File: config.mk
export PLATFORM = sky130hd
export DESIGN_NAME = pipeline_ctrl_flat
export DESIGN_NICKNAME = d
export VERILOG_FILES = /design/src/rtl/pipeline_ctrl_pkg.sv /design/src/rtl/pipeline_ctrl_if.sv /design/src/rtl/pipeline_ctrl_sat_counter.sv /design/src/rtl/pipeline_ctrl.sv /design/src/flat_wrapper.sv
export SDC_FILE = /design/constraint.sdc
export NUM_CORES = 1
export LEC_CHECK = 0
export ABC_AREA = 1
export CAP_MARGIN = 20
export CORE_AREA = 2 2 39 41
export DETAILED_ROUTE_END_ITERATION = 10
export DIE_AREA = 0 0 41 43
export GPL_TIMING_DRIVEN = 0
export PLACE_DENSITY = 0.48
export SETUP_SLACK_MARGIN = 0.5
export SLEW_MARGIN = 10
export SYNTH_ARGS = -nofsm -noshare
export SYNTH_HDL_FRONTEND = slang
export SYNTH_SLANG_ARGS = --single-unit
File: constraint.sdc
create_clock -name clk -period 1.2 [get_ports clk]
set_input_delay 0.12 -clock clk [delete_from_list [all_inputs] [get_ports clk]]
set_output_delay 0.12 -clock clk [all_outputs]
set_load 0.01 [all_outputs]
File: src/rtl/pipeline_ctrl_pkg.sv
// Shared types for the pipeline stall/flush sequencer: ID control-mux select
// and the sequencer's wait-state encoding.
package controlmux;
  typedef enum logic {
    norm = 1'b0,
    zero = 1'b1
  } controlmux_sel_t;
endpackage

package rv32i_types;
  typedef enum logic [1:0] {
    RUN     = 2'b00,
    WAIT_I  = 2'b01,
    WAIT_D  = 2'b10,
    WAIT_ID = 2'b11
  } pipe_ctrl_state_t;
endpackage

File: src/rtl/pipeline_ctrl_if.sv
// Hazard/memory-status inputs and stage-control outputs of pipeline_ctrl.
// The datapath side drives through master; the sequencer uses slave.
interface pipeline_ctrl_if;
  import rv32i_types::*;
  import controlmux::*;

  logic             ld_use_stall_i;
  logic             imem_req_i;
  logic             imem_resp_i;
  logic             dmem_req_i;
  logic             dmem_resp_i;
  logic             br_mispredict_i;
  logic             IF_PC_write_o;
  logic             IF_ID_write_o;
  logic             ID_EX_write_o;
  logic             EX_MEM_write_o;
  logic             MEM_WB_write_o;
  logic             IF_ID_flush_o;
  logic             ID_EX_flush_o;
  controlmux_sel_t  ID_controlmux_sel_o;
  pipe_ctrl_state_t state_o;

  modport master (
    output ld_use_stall_i, imem_req_i, imem_resp_i, dmem_req_i, dmem_resp_i, br_mispredict_i,
    input  IF_PC_write_o, IF_ID_write_o, ID_EX_write_o, EX_MEM_write_o, MEM_WB_write_o,
    input  IF_ID_flush_o, ID_EX_flush_o, ID_controlmux_sel_o, state_o
  );

  modport slave (
    input  ld_use_stall_i, imem_req_i, imem_resp_i, dmem_req_i, dmem_resp_i, br_mispredict_i,
    output IF_PC_write_o, IF_ID_write_o, ID_EX_write_o, EX_MEM_write_o, MEM_WB_write_o,
    output IF_ID_flush_o, ID_EX_flush_o, ID_controlmux_sel_o, state_o
  );
endinterface

File: src/rtl/pipeline_ctrl_sat_counter.sv
// Saturating up-counter with synchronous clear; holds at all-ones.
module sat_counter #(
  parameter int W = 32
) (
  input  logic         clk,
  input  logic         rst_n,
  input  logic         i_en,
  input  logic         i_clr,
  output logic [W-1:0] o_cnt
);
  logic [W-1:0] r_cnt;

  // count enabled cycles, stopping at the maximum value
  always_ff @(posedge clk or negedge rst_n) begin
    if (!rst_n) begin
      r_cnt <= {W{1'b0}};
    end else if (i_clr) begin
      r_cnt <= {W{1'b0}};
    end else if (i_en && (r_cnt != {W{1'b1}})) begin
      r_cnt <= r_cnt + {{(W-1){1'b0}}, 1'b1};
    end else begin
      r_cnt <= r_cnt;
    end
  end

  assign o_cnt = r_cnt;
endmodule

File: src/rtl/pipeline_ctrl.sv
// Stall/flush sequencer for the five-stage pipeline: memory waits freeze every
// stage, then mispredict flush, then load-use bubble. Perf counters: PIPE_CTRL_PERF_EN.
module pipeline_ctrl
  import rv32i_types::*;
  import controlmux::*;
#(
  parameter int CNT_W = 32
) (
  input  logic             clk,
  input  logic             rst_n,
  pipeline_ctrl_if.slave   bus
`ifdef PIPE_CTRL_PERF_EN
  ,
  output logic [CNT_W-1:0] stall_cycles_o,
  output logic [CNT_W-1:0] flush_count_o,
  output logic [CNT_W-1:0] ld_use_count_o
`endif
);
  logic             r_i_done;
  logic             r_d_done;
  pipe_ctrl_state_t r_state;
  pipe_ctrl_state_t w_state_nxt;
  logic             w_i_wait;
  logic             w_d_wait;
  logic             w_freeze;

  assign w_i_wait = bus.imem_req_i & ~bus.imem_resp_i & ~r_i_done;
  assign w_d_wait = bus.dmem_req_i & ~bus.dmem_resp_i & ~r_d_done;
  // reset forces the pipeline to advance so outputs read as a plain run cycle
  assign w_freeze = rst_n & (w_i_wait | w_d_wait);

  // wait state is a direct encoding of which memories are stalling
  always_comb begin
    w_state_nxt = RUN;
    case ({w_i_wait, w_d_wait})
      2'b00:   w_state_nxt = RUN;
      2'b10:   w_state_nxt = WAIT_I;
      2'b01:   w_state_nxt = WAIT_D;
      2'b11:   w_state_nxt = WAIT_ID;
      default: w_state_nxt = RUN;
    endcase
  end

  // state register and done flags; a response during a freeze is remembered until advance
  always_ff @(posedge clk or negedge rst_n) begin
    if (!rst_n) begin
      r_state  <= RUN;
      r_i_done <= 1'b0;
      r_d_done <= 1'b0;
    end else if (w_freeze) begin
      r_state  <= w_state_nxt;
      r_i_done <= r_i_done | (bus.imem_resp_i & bus.imem_req_i);
      r_d_done <= r_d_done | (bus.dmem_resp_i & bus.dmem_req_i);
    end else begin
      r_state  <= w_state_nxt;
      r_i_done <= 1'b0;
      r_d_done <= 1'b0;
    end
  end

  assign bus.state_o = r_state;

  // priority: freeze, mispredict flush, load-use bubble, normal advance
  always_comb begin
    bus.IF_PC_write_o       = 1'b1;
    bus.IF_ID_write_o       = 1'b1;
    bus.ID_EX_write_o       = 1'b1;
    bus.EX_MEM_write_o      = 1'b1;
    bus.MEM_WB_write_o      = 1'b1;
    bus.IF_ID_flush_o       = 1'b0;
    bus.ID_EX_flush_o       = 1'b0;
    bus.ID_controlmux_sel_o = norm;
    if (!rst_n) begin
      bus.ID_controlmux_sel_o = norm;
    end else if (w_freeze) begin
      bus.IF_PC_write_o  = 1'b0;
      bus.IF_ID_write_o  = 1'b0;
      bus.ID_EX_write_o  = 1'b0;
      bus.EX_MEM_write_o = 1'b0;
      bus.MEM_WB_write_o = 1'b0;
    end else if (bus.br_mispredict_i) begin
      bus.IF_ID_flush_o       = 1'b1;
      bus.ID_EX_flush_o       = 1'b1;
      bus.ID_controlmux_sel_o = zero;
    end else if (bus.ld_use_stall_i) begin
      bus.IF_PC_write_o       = 1'b0;
      bus.IF_ID_write_o       = 1'b0;
      bus.ID_controlmux_sel_o = zero;
    end else begin
      bus.ID_controlmux_sel_o = norm;
    end
  end

`ifdef PIPE_CTRL_PERF_EN
  logic w_flush_act;
  logic w_ld_use_act;

  assign w_flush_act  = rst_n & ~w_freeze & bus.br_mispredict_i;
  assign w_ld_use_act = rst_n & ~w_freeze & ~bus.br_mispredict_i & bus.ld_use_stall_i;

  sat_counter #(.W(CNT_W)) u_stall_cnt (
    .clk(clk), .rst_n(rst_n), .i_en(w_freeze), .i_clr(1'b0), .o_cnt(stall_cycles_o)
  );
  sat_counter #(.W(CNT_W)) u_flush_cnt (
    .clk(clk), .rst_n(rst_n), .i_en(w_flush_act), .i_clr(1'b0), .o_cnt(flush_count_o)
  );
  sat_counter #(.W(CNT_W)) u_ld_use_cnt (
    .clk(clk), .rst_n(rst_n), .i_en(w_ld_use_act), .i_clr(1'b0), .o_cnt(ld_use_count_o)
  );
`endif
endmodule

File: src/flat_wrapper.sv
// flat-port wrapper written by rule: the top's interface ports become plain ports
module pipeline_ctrl_flat import rv32i_types::*; import controlmux::*;
#(
  parameter int CNT_W = 32
)
  (clk, rst_n, bus_ld_use_stall_i, bus_imem_req_i, bus_imem_resp_i, bus_dmem_req_i, bus_dmem_resp_i, bus_br_mispredict_i, bus_IF_PC_write_o, bus_IF_ID_write_o, bus_ID_EX_write_o, bus_EX_MEM_write_o, bus_MEM_WB_write_o, bus_IF_ID_flush_o, bus_ID_EX_flush_o, bus_ID_controlmux_sel_o, bus_state_o);
  pipeline_ctrl_if bus_i ();
  input  logic clk;
  input  logic rst_n;
  input wire logic [$bits(bus_i.ld_use_stall_i)-1:0] bus_ld_use_stall_i;
  input wire logic [$bits(bus_i.imem_req_i)-1:0] bus_imem_req_i;
  input wire logic [$bits(bus_i.imem_resp_i)-1:0] bus_imem_resp_i;
  input wire logic [$bits(bus_i.dmem_req_i)-1:0] bus_dmem_req_i;
  input wire logic [$bits(bus_i.dmem_resp_i)-1:0] bus_dmem_resp_i;
  input wire logic [$bits(bus_i.br_mispredict_i)-1:0] bus_br_mispredict_i;
  output wire logic [$bits(bus_i.IF_PC_write_o)-1:0] bus_IF_PC_write_o;
  output wire logic [$bits(bus_i.IF_ID_write_o)-1:0] bus_IF_ID_write_o;
  output wire logic [$bits(bus_i.ID_EX_write_o)-1:0] bus_ID_EX_write_o;
  output wire logic [$bits(bus_i.EX_MEM_write_o)-1:0] bus_EX_MEM_write_o;
  output wire logic [$bits(bus_i.MEM_WB_write_o)-1:0] bus_MEM_WB_write_o;
  output wire logic [$bits(bus_i.IF_ID_flush_o)-1:0] bus_IF_ID_flush_o;
  output wire logic [$bits(bus_i.ID_EX_flush_o)-1:0] bus_ID_EX_flush_o;
  output wire logic [$bits(bus_i.ID_controlmux_sel_o)-1:0] bus_ID_controlmux_sel_o;
  output wire logic [$bits(bus_i.state_o)-1:0] bus_state_o;
  assign bus_i.ld_use_stall_i = bus_ld_use_stall_i;
  assign bus_i.imem_req_i = bus_imem_req_i;
  assign bus_i.imem_resp_i = bus_imem_resp_i;
  assign bus_i.dmem_req_i = bus_dmem_req_i;
  assign bus_i.dmem_resp_i = bus_dmem_resp_i;
  assign bus_i.br_mispredict_i = bus_br_mispredict_i;
  assign bus_IF_PC_write_o = bus_i.IF_PC_write_o;
  assign bus_IF_ID_write_o = bus_i.IF_ID_write_o;
  assign bus_ID_EX_write_o = bus_i.ID_EX_write_o;
  assign bus_EX_MEM_write_o = bus_i.EX_MEM_write_o;
  assign bus_MEM_WB_write_o = bus_i.MEM_WB_write_o;
  assign bus_IF_ID_flush_o = bus_i.IF_ID_flush_o;
  assign bus_ID_EX_flush_o = bus_i.ID_EX_flush_o;
  assign bus_ID_controlmux_sel_o = bus_i.ID_controlmux_sel_o;
  assign bus_state_o = bus_i.state_o;
  pipeline_ctrl #(.CNT_W(CNT_W)) u_core (.clk(clk), .rst_n(rst_n), .bus(bus_i));
endmodule
==> impl.org <==
** Clocking
- Number of CTS-inserted buffers :: 3
- CTS built an H-tree with a depth of 1.
- Clock transition at path regs :: 40 ps
- Clock tree sinks :: 4
- Largest buffer count on any clock path :: 2
- The cell sitting at the root of the clock tree is a clkbuf_4.
- Clk Latency, worst-skew pair :: 230 ps
- TritonCTS clock tree :: done

** Critical path
- Combined buffer and inverter count along the critical path :: 3
- Maximum net fanout on the critical path :: 5
- The critical path goes through inv_2 > nand3_4 > nand2_4 > nand2_4 > buf_6 > buf_6.
- The critical path is of the flop to primary output type.
- At the worst endpoint, the required time is 1080 ps.
- CP max stage delay :: 380 ps
- Signal arrival time at the worst endpoint :: 1180 ps
- Among all stages on the critical path, the largest delay is contributed by dfrtp_1.
- STA classifies the critical path startpoint as a flop.
- STA classifies the critical path endpoint as a primary output.
- The cell family contributing the most delay on the critical path is flip-flops.

** Cells and area
- Share of post-route cells with drive strength above 1 :: 57.7%
- The repair_antennas step left the layout with diodes totalling 0.
- Synthesis-to-finish area growth :: 107%
- The finished layout holds 68 standard cells, fillers aside.
- For this run, the post-layout net count is 62.
- Most common cell after layout, fill and taps aside :: buf_6
- Top library cells by usage in the layout, fill and taps aside :: buf_6, inv_1, clkdlybuf4s50_1, buf_2, dfrtp_1

** Die
- The floorplan step defined a core boundary enclosing 1380 µm².
- During I/O placement, the number of pins put on the boundary was 18.
- Chip Height :: 43 µm
- Starting utilization of the core area :: 17.4%
- Floorplan die width :: 41 µm
- Count of standard-cell rows :: 14
- The die covers 1760 µm².

** STA
- Least setup slack across all paths after layout :: -99.5 ps
- The number of pins with negative max-slew slack in the final report was 0.
- Final Hold Viols :: 4
- Setup repair after global routing missed its margin :: yes
- Final min period :: 1300 ps
- The final critical path takes up 108% of the cycle.
- Slew Limit Headroom :: 74.5%
- Based on the critical path, the design can be clocked at up to 770 MHz.
- Final hold analysis gives a worst-case slack of -85.1 ps.
- Worst Tran Pin Value :: 383 ps
- Setup violations remaining at the end of the flow were counted as 5.
- Worst Skew :: 1.17 ps

** GRT
- Vias in the first global route :: 235
- After global routing the overflow that remains totals 0.
- The number of antenna violations at the first check in global routing came to 0.
- Pin count of the biggest net entering global routing :: 9
- The first global-routing pass estimated 841 µm of wire.
- GRT Util Overall :: 7.55%

** Power
- Power Total :: 448 µW
- Summed over all cells, the static leakage comes to 0.270 nW.
- For this design the ratio of total power to cell area is 903 nW/µm².
- Maximum vdd drop :: 0.403 mV

** Placed design
- Once placement completed, the tool counted placed cells totaling 63.
- GP Congestion :: 0.618
- Buffers added on ports :: 17
- Detailed placement finished with a half-perimeter wire length of 439 µm.

** Status
- The run finished, with violations left.
- The checks that failed: hold timing, setup timing.

** Job
- The tool flagged a number of max-cap violations equal to 0.

** Detailed routing
- DRT iter0 DRCs :: 0
- The routed design has 542 µm of wire.
- Total number of vias :: 248
- Routed length per placed instance :: 7.97 µm
- For this run, the detailed router's first-pass iteration total came to 1.
- DRC violations left :: 0
- Drt via density :: 3.65
- The count of nets left with antenna violations once routing finished came out at 0.

** Logic synthesis
- Netlist area before placement :: 240 µm²
- Post-Synthesis Cells :: 30
- For this run, the number of Yosys warnings is 0.
- Synth unique cells :: 12
- Fraction of synthesized cell area taken by the top area cell type :: 41.7%
- Number of nets produced by synthesis :: 38
- Dividing the synthesized area by the synthesized cell count gives 8.01 µm².
- Cell taking the most area after synthesis :: dfrtp_1
- Fraction of the yosys area taken by sequential cells :: 41.7%
- In the post-synthesis netlist, the biggest area contributors are dfrtp_1, buf_4, inv_1.
- Seq cells post-synth :: 4

** Min path
- The min-delay analysis places its worst path in the category primary input to async pin.
what timing repair did:
| item | 4_1_cts | 5_1_grt |
|---|---|---|
| setup endpoints to repair | 12 | 14 |
| endpoints found under the hold margin | 4 | 4 |
| pin swaps | 4 | 2 |
| buffers inserted | 0 | 2 |
| resized for setup | 49 | 4 |
sequential cells by signal, summed over array words and instances, names as in the netlist:
name and flops:
u_core.bus.state_o 2, u_core.r_i_done 1, u_core.r_d_done 1
path summary, 6_finish.rpt:
path                       slack (ps)            start                     to  cells past startpoint
hold reg to reg                   510  u_core.r_i_done        u_core.r_i_done                      2
min in group clk                  200  bus_dmem_resp_i        u_core.r_d_done                      3
max in group asynchronous        1010            rst_n  u_core.bus.state_o[0]                      1
setup reg to reg                  180  u_core.r_d_done        u_core.r_i_done                      6
hold / removal                    -90            rst_n        u_core.r_d_done                      1
setup / recovery                 -100  u_core.r_d_done      bus_ID_EX_write_o                      6
logic make-up (layout without fill, tap and decap cells):
kind of cell	count (synthesis)	in the layout	share of synthesized area, %
compound gates	3	3	6.25
buf+inv	11	33	23.4
flops	4	4	41.7
simple gates	12	12	28.6
report_power, final:
part	switching [mW]	internal, mW
clock network	0.0478	0.111
registers	0.00226	0.142
logic	0.0638	0.0813
cells in the mapped netlist:
master	number
nor2_1	2
nand3_2	2
a21oi_1	2
dfrtp_1	4
o21ai_0	1
nand2_2	2
nor2_2	2
inv_1	6
nand2_1	3
nand3_1	1
inv_2	1
buf_4	4
through the flow:
stage | setup TNS (ps) | utilization [%] | cell area [µm²] | setup WS, ps
after CTS | -707 | 33.6 | 465 | -163
after floorplan | 0 | - | 258 | 267
final | -345 | 35.9 | 497 | -99.5
after detailed placement | -4050 | 32.4 | 448 | -641
after global routing | -736 | 35.9 | 497 | -167
after global placement | -4010 | 32.4 | 448 | -629
per-layer routing:
metal	track usage, %	share of wire (%)	up-vias
li1	-	-	130
met1	8.09	44	110
met2	10.0	49	8
met3	6.28	7.4	0
met4	4.00	0	0
met5	0	0	-
area by class of cell:
| type | count | area, µm² |
|---|---|---|
| buffer | 4 | 41.3 |
| timing repair buffer | 19 | 168 |
| sequential | 4 | 100 |
| fill | 155 | 887 |
| tap | 16 | 20.0 |
| clock buffer | 3 | 22.5 |
| inverter | 7 | 26.3 |
| multi-input combinational | 15 | 119 |
Power figures use the tool's default switching activity.
